--- config.mk ---
export PLATFORM = sky130hd
export DESIGN_NAME = decoder_stage_controller
export DESIGN_NICKNAME = d
export VERILOG_FILES = /design/src/rtl/decoder_stage_controller_pkg.sv /design/src/rtl/decoder_stage_controller.sv
export SDC_FILE = /design/constraint.sdc
export NUM_CORES = 1
export LEC_CHECK = 0
export ABC_AREA = 0
export ABC_CLOCK_PERIOD_IN_PS = 2200
export CORE_MARGIN = 4
export CORE_UTILIZATION = 53
export CTS_BUF_LIST = sky130_fd_sc_hd__clkbuf_2
export DETAILED_ROUTE_END_ITERATION = 7
export PLACE_DENSITY = 0.89
export SYNTH_ARGS = -nofsm -noshare
export SYNTH_HDL_FRONTEND = slang
export SYNTH_SLANG_ARGS = --single-unit
--- constraint.sdc ---
create_clock -name clk -period 2.2 [get_ports clk]
set_input_delay 0.44 -clock clk [delete_from_list [all_inputs] [get_ports clk]]
set_output_delay 0.44 -clock clk [all_outputs]
set_load 0.02 [all_outputs]
--- src/rtl/decoder_stage_controller_pkg.sv ---
// Shared stage encodings for the decoder stage controller and the Union-Find PE array.
// PEs decode these same constants, so every consumer imports this package.
package decoder_stage_controller_pkg;

    localparam int unsigned STAGE_WIDTH = 3;

    typedef enum logic [STAGE_WIDTH-1:0] {
        STAGE_IDLE                = 3'd0,
        STAGE_MEASUREMENT_LOADING = 3'd1,
        STAGE_GROW                = 3'd2,
        STAGE_MERGE               = 3'd3,
        STAGE_PEELING             = 3'd4,
        STAGE_RESULT_VALID        = 3'd5
    } stage_e;

endpackage

--- src/rtl/decoder_stage_controller.sv ---
// Sequences global_stage load -> grow -> merge -> peel for one decode round.
// Optional iteration limit enabled by the STAGE_TIMEOUT_EN macro.
module decoder_stage_controller
    import decoder_stage_controller_pkg::*;
#(
    parameter int unsigned PE_LATENCY     = 3,
    parameter int unsigned ITER_WIDTH     = 8,
    parameter int unsigned MAX_ITERATIONS = 16
) (
    input  logic                   clk,
    input  logic                   reset,
    input  logic                   measurement_valid,
    output logic                   measurement_ready,
    input  logic                   busy_any,
    input  logic                   odd_any,
    output logic [STAGE_WIDTH-1:0] global_stage,
    output logic                   result_valid,
    input  logic                   result_ack,
    output logic [ITER_WIDTH-1:0]  iteration_count,
    output logic                   timeout_error
);

    localparam int unsigned WAIT_WIDTH = (PE_LATENCY < 1) ? 1 : $clog2(PE_LATENCY + 1);
    localparam logic [WAIT_WIDTH-1:0] WAIT_LOAD  = WAIT_WIDTH'(PE_LATENCY);
    localparam logic [ITER_WIDTH-1:0] ITER_SAT   = '1;
    localparam logic [ITER_WIDTH-1:0] ITER_LIMIT = ITER_WIDTH'(MAX_ITERATIONS);
`ifdef STAGE_TIMEOUT_EN
    localparam bit TIMEOUT_EN = 1'b1;
`else
    localparam bit TIMEOUT_EN = 1'b0;
`endif

    stage_e                  state_q, state_d;
    logic [WAIT_WIDTH-1:0]   wait_q, wait_d;
    logic [ITER_WIDTH-1:0]   iter_d;
    logic                    timeout_d;
    logic                    busy_q, odd_q;

    // The stage register is broadcast directly to the PE array.
    assign global_stage = state_q;

    // Next-state, merge wait counter, iteration counter and timeout flag.
    always_comb begin
        state_d   = state_q;
        wait_d    = wait_q;
        iter_d    = iteration_count;
        timeout_d = timeout_error;
        case (state_q)
            STAGE_IDLE: begin
                if (measurement_valid && measurement_ready) begin
                    state_d   = STAGE_MEASUREMENT_LOADING;
                    iter_d    = '0;
                    timeout_d = 1'b0;
                end
            end
            STAGE_MEASUREMENT_LOADING: state_d = STAGE_GROW;
            STAGE_GROW: begin
                state_d = STAGE_MERGE;
                wait_d  = WAIT_LOAD;
                if (iteration_count != ITER_SAT) begin
                    iter_d = iteration_count + ITER_WIDTH'(1);
                end
            end
            STAGE_MERGE: begin
                // busy_q/odd_q still describe the previous stage until the wait expires.
                if (wait_q != '0) begin
                    wait_d = wait_q - WAIT_WIDTH'(1);
                end else if (!busy_q) begin
                    if (!odd_q) begin
                        state_d = STAGE_PEELING;
                    end else if (TIMEOUT_EN && (iteration_count >= ITER_LIMIT)) begin
                        state_d   = STAGE_PEELING;
                        timeout_d = 1'b1;
                    end else begin
                        state_d = STAGE_GROW;
                    end
                end
            end
            STAGE_PEELING: state_d = STAGE_RESULT_VALID;
            STAGE_RESULT_VALID: begin
                if (result_ack) begin
                    state_d = STAGE_IDLE;
                end
            end
            default: state_d = STAGE_IDLE;
        endcase
    end

    always_ff @(posedge clk) begin
        if (reset) begin
            state_q           <= STAGE_IDLE;
            wait_q            <= '0;
            iteration_count   <= '0;
            timeout_error     <= 1'b0;
            busy_q            <= 1'b0;
            odd_q             <= 1'b0;
            measurement_ready <= 1'b1;
            result_valid      <= 1'b0;
        end else begin
            state_q           <= state_d;
            wait_q            <= wait_d;
            iteration_count   <= iter_d;
            timeout_error     <= timeout_d;
            busy_q            <= busy_any;
            odd_q             <= odd_any;
            measurement_ready <= (state_d == STAGE_IDLE);
            result_valid      <= (state_d == STAGE_RESULT_VALID);
        end
    end

endmodule

==> results.py, run 1 <==
metrics = {
    "critical_path": {
        "crit_required_ns": 1.76,
        "critPathCaptureType": "primary output",
        "start_kind": "flip-flop",
        "r2r_start": "global_stage[1]$_SDFF_PP0_",
        "worstPathMaxFanout": 11,
        "cp.buffers_inverters": 1,
        "cp_top_family": "buffers and inverters",
        "crit_start": "global_stage[0]$_SDFF_PP0_",
        "worstPathCellList": "clkdlybuf4s50_1",
        "slowest_stage": "clkdlybuf4s50_1",
        "arrival_ns": 1.55,
        "path_class": "flip-flop to primary output",
        "slowest_delay_ns": 0.68,
    },
    "power_and_ir_drop": {
        "p_int_uw": 417,
        "swShare": 0.291,
        "power_frac_seq": 0.584,
        "p_sw_uw": 172,
        "leakage_uw": 0.000356,
        "p_per_area_nw_per_um2": 601,
        "clkPwrFrac": 0.232,
        "power_uw": 589,
        "peakVddDrop_uv": 364,
        "power.share.combinational": 0.185,
    },
    "cts": {
        "cts_buffer_depth": 2,
        "cts-buffers-inserted": 3,
        "clk_pin_slew_ns": 0.17,
        "clock_latency_ns": 0.29,
        "root_buffer": "clkbuf_2",
        "cts_hold_buf": 0,
        "htree_num_levels": 1,
        "post_cts_buffers": 0,
        "cts_sinks": 17,
        "cts_tree": "yes",
        "cts_resized": 0,
    },
    "drt": {
        "drt_iter0_markers": 14,
        "avgViaCountPerCell": 5.59,
        "vias": 676,
        "routed_wl_um": 1550,
        "ant_nets": 0,
        "wl_per_cell_um": 12.8,
        "drc_errors": 0,
        "drt_first_pass_iters": 5,
    },
    "logic_synthesis": {
        "synth_edf_count": 0,
        "ys_top_cells_by_area": "dfxtp_1 42%, a21oi_1 5.6%, o21ai_0 3.7%",
        "synthTopCellsByCount": "17 x dfxtp_1, 9 x a21oi_1, 8 x nor2_1",
        "synth_top_area_cell": "dfxtp_1",
        "ys_seq_elements": 17,
        "ys_types": 33,
        "avgSynthCellArea_um2": 9.03,
        "yosys.cell_count.top_type": "dfxtp_1",
        "yosys_warnings": 0,
        "seq_area_frac_synth": 0.424,
        "synthArstFlopShare": 0,
        "synth_ff_type": "dfxtp_1",
        "netlist_instances": 89,
        "syn_nets": 97,
        "synth_top_area_share": 0.424,
        "synth_area_um2": 803,
    },
    "timing": {
        "hold_slack_ns": 0.469,
        "grt_setup_unrepaired": "false",
        "slew_viol_final": 0,
        "final.min_clock_period_ns": 1.99,
        "fin_crit_sh": 0.905,
        "max_freq_mhz": 502,
        "finalSetupViolCount": 0,
        "finClkSkew_ns": 0.0120,
        "tns_ns": 0,
        "finalHoldViolCount": 0,
    },
    "layout": {
        "area_growth_pct": 22.1,
        "ff_latch_area_um2": 340,
        "multi_input_area_um2": 407,
        "num-fill-cells": 111,
        "antenna_cells": 0,
        "drive_gt1_frac": 0.0660,
        "fin_cells": 121,
        "finalNetCount": 115,
    },
    "die": {
        "fp.dieH_um": 46.9,
        "initial_utilization": 0.588,
        "rows": 13,
        "ios": 20,
        "fp.dieArea_um2": 2200,
        "core_area_um2": 1370,
        "die_w_um": 46.9,
    },
    "global_routing": {
        "grt_pass1_wl_um": 2500,
        "grt_pass1_vias": 599,
        "track_usage": 0.158,
        "grt-ovfl-total": 0,
        "grt_antenna_before_repair": 0,
        "grt_max_degree": 12,
    },
    "hold_path": {
        "min_path_type": "flip-flop to flip-flop",
        "hold_start": "wait_q[0]$_SDFFE_PP0P_",
    },
    "placed_design": {
        "gp_congestion": 0.759,
        "place_inst": 117,
        "hpwl_um": 1210,
        "numPortBuffers": 18,
    },
    "flow_run": {
        "cap_violations": 0,
    },
    "outcome": {
        "status": "completed",
    },
}
[kinds of logic (layout without fill, tap and decap cells)]
kind of cell    Yosys count  after routing  share of synthesized area
compound gates           22             22                      0.178
xor+xnor                  4              4                     0.0436
fa+ha+maj                 2              2                     0.0311
buf+inv                   9             26                     0.0701
flops                    17             17                      0.424
other cells               1              1                    0.00467
simple gates             34             34                      0.249
[metal layers]
| metal | track usage | vias up | wire, um |
|---|---|---|---|
| met2 | 0.268 | 23 | 753 |
| met5 | 0 | - | 0 |
| met4 | 0.0608 | 0 | 11 |
| met3 | 0.0383 | 2 | 81 |
| met1 | 0.193 | 307 | 708 |
| li1 | - | 344 | - |
[flip-flops by register name, summed over array words and instances, names as in the netlist]
register           count
odd_q                  1
iteration_count        8
measurement_ready      1
result_valid           1
wait_q                 2
global_stage           3
busy_q                 1
[path summary, 6_finish.rpt]
check	end	slack, ns	depth (start not counted)
worst min-delay path	wait_q[0]$_SDFFE_PP0P_	0.47	1
worst max register to register	iteration_count[5]$_SDFFE_PP0P_	0.54	4
worst min register to register	wait_q[0]$_SDFFE_PP0P_	0.47	1
worst max-delay path	global_stage[0]	0.21	1
[placed cells by master (no fill, tap or decap), drive strengths merged, types with 2 or more instances in the layout]
master / n
nor2b: 3
nor2: 8
nand4: 2
xor2: 3
o21ai: 6
or3: 2
dfxtp: 17
nor3b: 2
ha: 2
nand3: 3
a21oi: 9
nand2: 6
inv: 4
clkdlybuf4s50: 18
clkbuf: 3
o211ai: 3
[cell type report]
class | instances | area share
Inverter | 4 | 0.0153
Timing Repair Buffer | 18 | 0.184
Clock buffer | 3 | 0.0153
Sequential cell | 17 | 0.347
Clock inverter | 1 | 0.00510
Tap cell | 15 | 0.0191
Multi-Input combinational cell | 63 | 0.415
[power groups by stage]
stage | sequential, uW | clock, uW | combinational, uW
6_report | 344 | 136 | 109
5_1_grt | 347 | 151 | 120
2_1_floorplan | 351 | 0 | 75.0
4_1_cts | 344 | 138 | 109
3_5_place_dp | 351 | 0 | 109
3_3_place_gp | 350 | 0 | 104
[stage by stage]
stage          utilization  setup WS (ns)  area, um2
2_1_floorplan            -          0.664        803
3_3_place_gp         0.703          0.411        961
3_5_place_dp         0.703          0.363        961
4_1_cts              0.718          0.199        981
5_1_grt              0.718          0.119        981
6_report             0.718          0.208        981
Note: power is estimated with default switching activity, not from simulation.
==> run 2: changes to the inputs <==
- ABC_AREA: 0 -> 1
- CORE_UTILIZATION: 53 -> 55
- PLACE_DENSITY: 0.89 -> 0.9
==> results.py, run 2 <==
metrics = {
    "layout": {
        "finalNetCount": 163,
        "antenna_cells": 0,
        "drive_gt1_frac": 0.136,
        "largest_reg_flops": 8,
        "multi_input_area_um2": 498,
        "fin_cells": 170,
        "final_cell_mix": "24 x nand2_1, 24 x nor2_1, 18 x clkdlybuf4s50_1",
        "num-fill-cells": 121,
        "regMostFlops": "iteration_count",
        "ff_latch_area_um2": 340,
        "area_growth_pct": 22.4,
    },
    "placed_design": {
        "numPortBuffers": 18,
        "gp_congestion": 0.831,
        "hpwl_um": 1630,
        "place_inst": 166,
    },
    "power_and_ir_drop": {
        "peakVddDrop_uv": 506,
        "power.share.combinational": 0.351,
        "swShare": 0.379,
        "power_frac_seq": 0.464,
        "p_sw_uw": 293,
        "power_uw": 774,
        "p_per_area_nw_per_um2": 678,
        "p_int_uw": 481,
        "leakage_uw": 0.000458,
        "clkPwrFrac": 0.185,
    },
    "global_routing": {
        "grt-ovfl-total": 0,
        "grt_pass1_vias": 908,
        "grt-busiest-layer": "met2",
        "met3_usage": 0.0367,
        "use_met2": 0.335,
        "use_met1": 0.197,
        "grt_antenna_before_repair": 0,
        "track_usage": 0.186,
        "grt_max_degree": 11,
        "grt_pass1_wl_um": 3550,
    },
    "timing": {
        "fin_crit_sh": 0.838,
        "grt_setup_unrepaired": "false",
        "final.min_clock_period_ns": 1.84,
        "slew_viol_final": 0,
        "finalSetupViolCount": 0,
        "finClkSkew_ns": 0.00177,
        "max_freq_mhz": 542,
        "finalHoldViolCount": 0,
        "tns_ns": 0,
    },
    "logic_synthesis": {
        "syn_nets": 141,
        "synthTopCellsByCount": "24 x nand2_1, 24 x nor2_1, 17 x dfxtp_1",
        "yosys_warnings": 0,
        "synth_area_um2": 932,
        "synth_ff_type": "dfxtp_1",
        "netlist_instances": 133,
        "synth_top_area_cell": "dfxtp_1",
        "synthArstFlopShare": 0,
        "ys_top_cells_by_area": "dfxtp_1 37%, nand2_1 9.7%, nor2_1 9.7%",
        "ys_seq_elements": 17,
        "seq_area_frac_synth": 0.365,
        "synth_top_area_share": 0.365,
        "avgSynthCellArea_um2": 7.01,
        "ys_types": 27,
        "synth_edf_count": 0,
    },
    "critical_path": {
        "slowest_stage": "clkdlybuf4s50_1",
        "reg2reg_depth": 8,
        "path_class": "flip-flop to primary output",
        "worstPathCellList": "clkdlybuf4s50_1",
        "start_kind": "flip-flop",
        "slowest_delay_ns": 0.64,
        "arrival_ns": 1.40,
        "critPathCaptureType": "primary output",
        "worstPathMaxFanout": 5,
        "crit_required_ns": 1.76,
        "crit_start": "global_stage[0]$_SDFF_PP0_",
        "reg2reg_to": "iteration_count[7]$_SDFFE_PP0P_",
        "r2r_start": "iteration_count[1]$_SDFFE_PP0P_",
        "cp.buffers_inverters": 1,
        "reg2reg_slack_ns": 0.75,
        "cp_top_family": "buffers and inverters",
    },
    "cts": {
        "post_cts_buffers": 0,
        "htree_num_levels": 1,
        "clk_pin_slew_ns": 0.17,
        "cts_tree": "yes",
        "cts_resized": 0,
        "clock_latency_ns": 0.30,
        "root_buffer": "clkbuf_2",
        "cts_sinks": 17,
        "cts_hold_buf": 0,
        "cts-buffers-inserted": 3,
        "cts_buffer_depth": 2,
    },
    "hold_path": {
        "worstHoldEndpoint": "wait_q[1]$_SDFFE_PP0P_",
        "min_path_type": "flip-flop to flip-flop",
        "min_path_cells": 2,
        "hold_start": "wait_q[1]$_SDFFE_PP0P_",
    },
    "drt": {
        "drt_first_pass_iters": 4,
        "drt_iter0_markers": 23,
        "routed_wl_um": 2060,
        "avgViaCountPerCell": 5.32,
        "vias": 904,
        "ant_nets": 0,
        "wl_per_cell_um": 12.1,
        "drc_errors": 0,
    },
    "die": {
        "core_area_um2": 1560,
        "rows": 14,
        "fp.dieArea_um2": 2420,
        "initial_utilization": 0.598,
        "ios": 20,
        "fp.dieH_um": 49.2,
        "die_w_um": 49.2,
    },
    "outcome": {
        "status": "completed",
    },
    "flow_run": {
        "cap_violations": 0,
    },
}
==> run 2: cell count changes after synthesis, moves of 4 or more <==
cell     before  now
nand2_1       6   24
nor2_1        8   24
inv_1         4   16
nand3_1       3    9
o21ai_0       6    2
==> run 2: routing by layer <==
layer | routed length, um | part of all wire
met5 | 0 | 0
met4 | 52 | 0.025
met3 | 113 | 0.055
met2 | 1030 | 0.50
met1 | 868 | 0.42
==> run 2: cell families after synthesis <==
logic type,after synthesis,synth area share
compound gates,18,0.114
fa+ha+maj,2,0.0268
buf+inv,22,0.101
flops,17,0.365
other cells,1,0.00402
simple gates,73,0.389
==> run 2: how the worst max path moves through the flow <==
stage | depth (start not counted) | to
after CTS | 1 | iteration_count[2]
after global placement | 6 | iteration_count[7]$_SDFFE_PP0P_
after global routing | 1 | iteration_count[2]
final | 1 | global_stage[0]
after detailed placement | 5 | result_valid$_SDFF_PP0_
after floorplan | 8 | iteration_count[7]$_SDFFE_PP0P_
==> run 2: cell type report <==
type,count,area share
clock inverter,1,0.00439
inverter,20,0.0658
tap,16,0.0175
timing repair buffer,19,0.164
sequential,17,0.298
multi-input combinational,94,0.436
clock buffer,3,0.0132
==> run 2: power by group through the flow <==
stage                     Clock, uW  Combinational, uW  Sequential [uW]
final                           143                271              359
after global placement            0                263              364
after global routing            163                295              364
after floorplan                   0                170              385
after detailed placement          0                271              366
after CTS                       148                272              359
==> run 2: through the flow <==
| step | cell area [um2] | hold slack [ns] | worst slack, ns | utilization |
|---|---|---|---|---|
| after floorplan | 932 | 0.437 | 0.756 | - |
| after global routing | 1140 | 0.511 | 0.274 | 0.732 |
| after CTS | 1140 | 0.478 | 0.347 | 0.732 |
| after detailed placement | 1120 | 0.456 | 0.606 | 0.719 |
| final | 1140 | 0.471 | 0.357 | 0.732 |
| after global placement | 1120 | 0.449 | 0.643 | 0.719 |
